<file path="config.mk">
export PLATFORM = sky130hd
export DESIGN_NAME = gcd_controller
export DESIGN_NICKNAME = d
export VERILOG_FILES = /design/src/rtl/gcd_controller.sv
export SDC_FILE = /design/constraint.sdc
export NUM_CORES = 1
export LEC_CHECK = 0
export CAP_MARGIN = 0
export CORE_ASPECT_RATIO = 1.75
export CORE_MARGIN = 2
export CORE_UTILIZATION = 43
export CTS_BUF_LIST = sky130_fd_sc_hd__clkbuf_4 sky130_fd_sc_hd__clkbuf_8 sky130_fd_sc_hd__clkbuf_16
export CTS_CLUSTER_SIZE = 12
export DETAILED_ROUTE_END_ITERATION = 6
export PLACE_DENSITY = 0.74
export SLEW_MARGIN = 20
export SYNTH_ARGS = -nofsm -noshare
export SYNTH_HDL_FRONTEND = slang
export SYNTH_SLANG_ARGS = --single-unit
</file>
<file path="constraint.sdc">
create_clock -name clk -period 2 [get_ports clk]
set_input_delay 0.4 -clock clk [delete_from_list [all_inputs] [get_ports clk]]
set_output_delay 0.4 -clock clk [all_outputs]
set_load 0.02 [all_outputs]
</file>
<file path="src/rtl/gcd_controller.sv">
// gcd_controller: control FSM for a 16-bit subtract-and-compare GCD datapath.
// Loads operand A then operand B from the shared bus, then issues one
// subtraction per RUN cycle from the lt/gt/eq status until the registers
// match. An iteration watchdog aborts runs that can never converge.
module gcd_controller #(
    parameter int unsigned MAX_ITER = 65535,
    parameter int unsigned CNT_W    = 16
) (
    input  logic             clk,
    input  logic             rst,
    input  logic             start,
    input  logic             ack,
    input  logic             lt,
    input  logic             gt,
    input  logic             eq,
    output logic             sel1,
    output logic             sel2,
    output logic             sel_in,
    output logic             ldA,
    output logic             ldB,
    output logic             done,
    output logic             err,
    output logic             busy,
    output logic [CNT_W-1:0] iter
);

    typedef enum logic [2:0] {
        IDLE,
        LDA,
        LDB,
        RUN,
        DONE,
        ERR
    } state_t;

    localparam logic [CNT_W-1:0] ITER_LIMIT = CNT_W'(MAX_ITER);

    state_t state;
    state_t state_next;
    logic   at_limit;
    logic   step;

    assign at_limit = (iter == ITER_LIMIT);

    // State register.
    always_ff @(posedge clk) begin
        if (rst) begin
            state <= IDLE;
        end else begin
            state <= state_next;
        end
    end

    // Iteration counter: cleared when a run is accepted, bumped once per subtraction.
    // It cannot pass ITER_LIMIT because the watchdog suppresses any step at the limit.
    always_ff @(posedge clk) begin
        if (rst) begin
            iter <= '0;
        end else if (state == IDLE && start) begin
            iter <= '0;
        end else if (step) begin
            iter <= iter + 1'b1;
        end
    end

    // Next-state logic; in RUN equality wins over the watchdog.
    always_comb begin
        state_next = state;
        case (state)
            IDLE: if (start) state_next = LDA;
            LDA:  state_next = LDB;
            LDB:  state_next = RUN;
            RUN: begin
                if (eq) begin
                    state_next = DONE;
                end else if (at_limit) begin
                    state_next = ERR;
                end
            end
            DONE: if (ack) state_next = IDLE;
            ERR:  if (ack) state_next = IDLE;
            default: state_next = IDLE;
        endcase
    end

    // Output decode; RUN outputs depend on the live compare status.
    always_comb begin
        sel1   = 1'b0;
        sel2   = 1'b0;
        sel_in = 1'b0;
        ldA    = 1'b0;
        ldB    = 1'b0;
        done   = 1'b0;
        err    = 1'b0;
        busy   = (state != IDLE);
        step   = 1'b0;
        case (state)
            LDA: ldA = 1'b1;
            LDB: ldB = 1'b1;
            RUN: begin
                if (!eq && !at_limit) begin
                    if (gt) begin
                        sel1   = 1'b1;
                        sel_in = 1'b1;
                        ldA    = 1'b1;
                        step   = 1'b1;
                    end else if (lt) begin
                        sel2   = 1'b1;
                        sel_in = 1'b1;
                        ldB    = 1'b1;
                        step   = 1'b1;
                    end
                end
            end
            DONE: done = 1'b1;
            ERR:  err  = 1'b1;
            default: ;
        endcase
    end

endmodule

</file>
==> results of run 1 <==
-- worst max path at each step --
| stage | startpoint | end | slack (ps) | depth (start not counted) |
|---|---|---|---|---|
| 2_1_floorplan | iter[5] | ldB | -20 | 6 |
| 5_1_grt | iter[1] | ldB | -20 | 6 |
| 6_report | iter[1] | ldB | 10 | 6 |
| 3_5_place_dp | eq | ldA | -440 | 5 |
| 4_1_cts | iter[1] | ldB | 2 | 6 |
| 3_3_place_gp | eq | sel2 | -400 | 5 |
-- cells by family (layout without fill, tap and decap cells) --
| kind of cell | Yosys count | after routing | share of synthesized area [%] |
|---|---|---|---|
| buffers and inverters | 17 | 76 | 7.00 |
| muxes | 5 | 5 | 4.31 |
| DFF | 19 | 19 | 32.8 |
| AOI/OAI and AO/OA | 31 | 31 | 17.0 |
| adders and majority gates | 1 | 1 | 1.08 |
| and+or+nand+nor | 70 | 71 | 37.1 |
| xor gates and xnor gates | 1 | 1 | 0.754 |
-- per-layer routing --
metal | up-vias | track usage [%] | part of all wire (%)
met4 | 0 | 10.8 | 2.4
met1 | 649 | 25.7 | 36
met2 | 49 | 46.6 | 57
met5 | - | 0 | 0
met3 | 9 | 1.98 | 4.5
li1 | 666 | - | -
-- report_power, final --
| part | total, mW | switching [mW] | internal (mW) |
|---|---|---|---|
| registers | 0.435 | 0.0331 | 0.402 |
| logic | 0.429 | 0.233 | 0.196 |
| clock network | 0.289 | 0.134 | 0.155 |
| total | 1.15 | 0.400 | 0.753 |
-- sequential cells by signal, indices dropped and copies added (netlist names) --
signal  flops
iter       16
state       3
-- layout by cell type (no fill, tap or decap), types with 2 or more instances in the layout --
cell type	count
buf_4	37
clkdlybuf4s50_1	19
dfxtp_1	16
a21oi_1	15
nand2_1	13
o31ai_1	9
or4_1	9
inv_1	6
nor2_1	6
nand3_1	6
or3_1	6
mux2i_1	5
dlygate4sd2_1	5
nand4_1	4
nor2_2	3
nand2b_1	3
nor4_1	3
clkbuf_8	3
dfxtp_2	3
or2_2	2
and4_2	2
and3_4	2
and3_1	2
o21ai_0	2
buf_2	2
-- through the flow --
step / instance area [µm²] / utilization, % / worst slack, ps / hold slack [ps] / TNS [ps]
4_1_cts: 1780 / 67.7 / 1.80 / 576 / 0
6_report: 1800 / 68.4 / 11.3 / 568 / 0
2_1_floorplan: 1180 / - / -20.6 / 521 / -20.6
3_5_place_dp: 1710 / 64.9 / -443 / 562 / -4660
5_1_grt: 1800 / 68.4 / -16.0 / 602 / -19.8
3_3_place_gp: 1710 / 64.9 / -402 / 549 / -4010
-- what timing repair did --
item                       4_1_cts  5_1_grt
setup endpoints to repair       13        4
setup buffers                    1        1
gates resized for setup         32        5
hold endpoints to repair         0        0
pin swaps                        7        1
gates cloned                     1        0
-- synth_stat cells, drive strengths merged --
master and n:
xnor2 1, nand3 6, a21oi 15, a31o 1, or3 6, nand4 4, inv 6, mux2i 5
ha 1, o21ai 2, nand2 13, and4 4, o31ai 9, dfxtp 19, and2 1, nor4 4
and4bb 1, buf 4, and3 4, clkbuf 7, nand2b 3, or2 2, nand4bb 1, o22a 1
o21a 1, or4 10, a32o 1, nor2 9, nor4b 1, a211o 1, nor3 1
-- critical path: stages (launching register included) --
cell and delay (ps):
dfxtp_2 360, ha_4 140, and3_4 180, and4_4 210, nor2_2 50, a32o_2 260
buf_6 130
-- area by class of cell --
type	count	area, µm²
Clock buffer	4	48.8
Multi-Input combinational cell	109	751
Inverter	6	22.5
Fill cell	236	831
Tap cell	27	33.8
Sequential cell	19	384
Timing Repair Buffer	66	557
==> results.md, run 1 <==
* # nets final at 213
* Pleak at 0.698 nW
* Area contributors post-synth: dfxtp_1, a21oi_1, o31ai_1
* CTS tree: yes
* Synth area leader: dfxtp_1
* # rows at 25
* Initial antenna violation count at 0
* Outcome: completed
* Antenna Nets Post-Route at 0
* Worst r2r src: iter[1]
* Root Buffer: clkbuf_8
* Remaining Overflow, GRT at 0
* Total global-route track usage at 24.3%
* Worst r2r path cells at 6
* Min Tclk post-route at 1990 ps
* RSZ-0062 raised after global routing: yes
* FF-to-FF End: iter[15]
* Hold Path Origin: state[2]
* CTS Buffer Depth at 2
* Io pins at 31
* Clock slew at reported path FFs at 70 ps
* R2R Setup Slk at 40 ps
* Via-to-Cell Ratio at 5.94
* Starting Density at 44.2%
* Htree depth at 1
* Final setup viols at 0
* RD Place Congestion at 0.784
* Avg WL per Cell at 15.9 µm
* Tcrit/Tclk final at 99.4%
* Drt drc at 0
* Total power per unit cell area at 642 nW/µm²
* Final Power at 1.15 mW
* Cts hold-fix bufs at 0
* Initial DRC count at 31
* Synthesized flop and latch total at 19
* PortBufs at 30
* Worst vdd ir at 0.636 mV
* Final hold viol count at 0
* Inst Count DP at 224
* Worst hold path type: reg -> reg
* Max-slew violations at 0
* Largest net degree at the start of global routing at 19
* Die area at 3150 µm²
* Vias in the first global route at 1317
* Unique cell type count in the Yosys netlist at 33
* Global-route wire length before repair at 5.93 mm
* Worst Setup Start Kind: register
* Worst Max-Slew Pin Slew at 392 ps
* Via count at 1373
* Syn Nets at 152
* Drt total wl at 3.67 mm
* Clock buffer count from CTS at 3
* Area of the core at 2630 µm²
* Synth Instances at 144
* Post-Syn Area at 1160 µm²
* Clock tree sinks at 19
* Final Non-Filler Cells at 231
* F_max at 503 MHz
* Hold Path Stages at 2
* DIE HEIGHT at 72.7 µm
* Yosys top cell area share at 32.8%
* CP required at 1600 ps
* Seq/Total Area, Yosys at 32.8%
* Setup Crit Path Kind: reg -> out
* Crit path arrival time at 1590 ps
* Clock Latency Late Sink at 260 ps
* Syn avg cell area at 8.06 µm²
* Synth-to-layout area growth at 54.7%
* # diodes at 0
* Relative slew slack at 73.6%
* Die Span X at 43.3 µm
* CP endpoint kind: output pin
* Share of layout cells above drive strength 1 at 32.8%
* Final Skew at 1.17 ps
* Post-DP HPWL at 2.69 mm
* Max Cap Violations at 0
* Largest fanout on the critical path at 3
* Worst Hold Path EP: state[1]
* Yosys warning total at 0
* First-pass detailed-route iteration total at 4
Note: power is estimated with default switching activity, not from simulation.
==> run 2: changes to the inputs <==
- CORE_ASPECT_RATIO: 1.75 -> not set
- PLACE_DENSITY: 0.74 -> 0.72
==> run 2 against run 1 <==
First-iteration DRC count rose by 65%. Hold slack improved by 33 ps. Cell count rose by 3.0%. Clock skew rose by 6.5 ps. The flow now finishes with violations (negative setup slack). Non-clock buffer count rose by 5. Cell area rose by 2.0%. Fmax fell by 3.5%. Die area fell by 0.51%.
==> results.md, run 2 (synthesis gave the netlist of run 1 again) <==
* Final Power at 1.09 mW (-5.7%)
* Tcrit/Tclk final at 103% (+3.6 points)
* Largest reg by FF count: iter
* Clock slew at reported path FFs at 120 ps (+50 ps)
* Worst Max-Slew Pin Slew at 373 ps (-19.2 ps)
* Die Span X at 56.0 µm (+29%)
* Total power per unit cell area at 594 nW/µm² (-7.5%)
* Remaining Overflow, GRT at 0 (unchanged)
* Relative slew slack at 74.9% (+1.3 points)
* Cts hold-fix bufs at 0 (unchanged)
* PortBufs at 30 (unchanged)
* First-pass detailed-route iteration total at 4 (unchanged)
* Worst hold path type: reg -> reg
* Via count at 1378 (+0.36%)
* Crit path arrival time at 1660 ps (+70 ps)
* # diodes at 0 (unchanged)
* CTS Buffer Depth at 2 (unchanged)
* Slowest CP cell: dfxtp_2
* Min Tclk post-route at 2060 ps (+72.7 ps)
* Max Cap Violations at 0 (unchanged)
* Biggest regs: iter x16, state x3
* CP required at 1600 ps (about the same)
* Final Skew at 7.71 ps (+6.54 ps)
* Pleak at 0.713 nW (+2.2%)
* Avg WL per Cell at 15.0 µm (-5.6%)
* F_max at 485 MHz (-3.5%)
* Post-DP HPWL at 2.49 mm (-7.5%)
* Largest register FFs at 16 (unchanged)
* Root Buffer: clkbuf_4
* Leading cell types in the layout, fill and taps excluded: buf_4, clkdlybuf4s50_1, dfxtp_1, a21oi_1, nand2_1
* Outcome: complete, but fails checks
* Clock buffer count from CTS at 3 (unchanged)
* Leading cell type in the layout, fill and taps excluded: buf_4
* Total global-route track usage at 23.2% (-1.1 points)
* Io pins at 31 (unchanged)
* Starting Density at 46.0% (+1.8 points)
* DIE HEIGHT at 56.0 µm (-23%)
* Cell Chain, Critical Path: ha_4 -> and3_4 -> and4_4 -> nor2_2 -> a32o_2 -> buf_6
* RSZ-0062 raised after global routing: yes
* RD Place Congestion at 0.807 (+3.0%)
* Worst Setup Start Kind: register
* Share of layout cells above drive strength 1 at 34.1% (+1.3 points)
* Vias in the first global route at 1254 (-4.8%)
* Clock Latency Late Sink at 300 ps (+40 ps)
* Via-to-Cell Ratio at 5.79 (-2.6%)
* Clock tree sinks at 19 (unchanged)
* CTS tree: yes
* CP endpoint kind: output pin
* Die area at 3130 µm² (-0.51%)
* Final hold viol count at 0 (unchanged)
* Area of the core at 2520 µm² (-4.0%)
* Global-route wire length before repair at 5.85 mm (-1.3%)
* Largest net degree at the start of global routing at 20 (+1)
* Worst vdd ir at 0.616 mV (-3.2%)
* Synth-to-layout area growth at 57.8%
* Max-slew violations at 0 (unchanged)
* Setup TNS at -61.4 ps (-61.4 ps)
* # nets final at 217 (+1.9%)
* Final setup margin at -61.4 ps (-72.7 ps)
* Initial antenna violation count at 0 (unchanged)
* Initial DRC count at 51 (+65%)
* Failing checks: negative setup slack
* Antenna Nets Post-Route at 0 (unchanged)
* Drt total wl at 3.57 mm (-2.8%)
* CP peak stage delay at 370 ps (about the same)
* Largest fanout on the critical path at 3 (unchanged)
* Htree depth at 1 (unchanged)
* Final setup viols at 1 (+1)
* Setup Crit Path Kind: reg -> out
* # rows at 18 (-28%)
* Drt drc at 0 (unchanged)
## run 2: layout make-up
class / instances / area (µm²)
Fill cell: 197 / 691
Inverter: 6 / 22.5
Timing Repair Buffer: 71 / 591
Sequential cell: 19 / 384
Clock buffer: 4 / 30.0
Multi-Input combinational cell: 108 / 767
Tap cell: 30 / 37.5
## run 2: routing by layer
metal | vias to the layer above | part of all wire (%) | global-route usage [%]
met2 | 49 | 51 | 38.0
met3 | 4 | 6.4 | 5.35
met1 | 659 | 41 | 30.4
met5 | - | 0 | 0
met4 | 0 | 0.70 | 6.46
li1 | 666 | - | -
## run 2: worst paths after layout
path,to,slack [ps],cells past startpoint,start
worst max-delay path,ldB,-60,6,iter[1]
worst min-delay path,iter[13],600,3,iter[13]
worst max register to register,iter[15],60,4,state[2]
worst min register to register,iter[13],600,3,iter[13]
## run 2: stage by stage
step	instances	util, %	setup slack (ps)	instance area (µm²)	hold slack, ps
6_report	238	72.6	-61.4	1830	601
5_1_grt	238	72.6	-121	1830	624
4_1_cts	238	71.0	-50.4	1790	602
3_5_place_dp	228	68.1	-439	1720	583
3_3_place_gp	228	68.1	-407	1720	576
2_1_floorplan	144	-	-20.6	1180	521
## run 2: worst max-delay path, delay by kind of cell, from the launching register on
kind,cells,cell delay (ps)
DFF,1,370
AOI/OAI and AO/OA,1,260
adders and majority gates,1,140
and+or+nand+nor,3,460
buffers and inverters,1,130
## run 2: timing repair
action	in CTS	in global routing
buffers inserted	6	1
gates resized for setup	29	14
setup endpoints to repair	14	8
pin swaps	6	4
## run 2: report_power, final
group	internal (mW)	leakage [nW]	total, mW	switching (mW)
Clock	0.0913	0.0184	0.215	0.124
Combinational	0.196	0.540	0.446	0.249
Sequential	0.401	0.155	0.428	0.0269
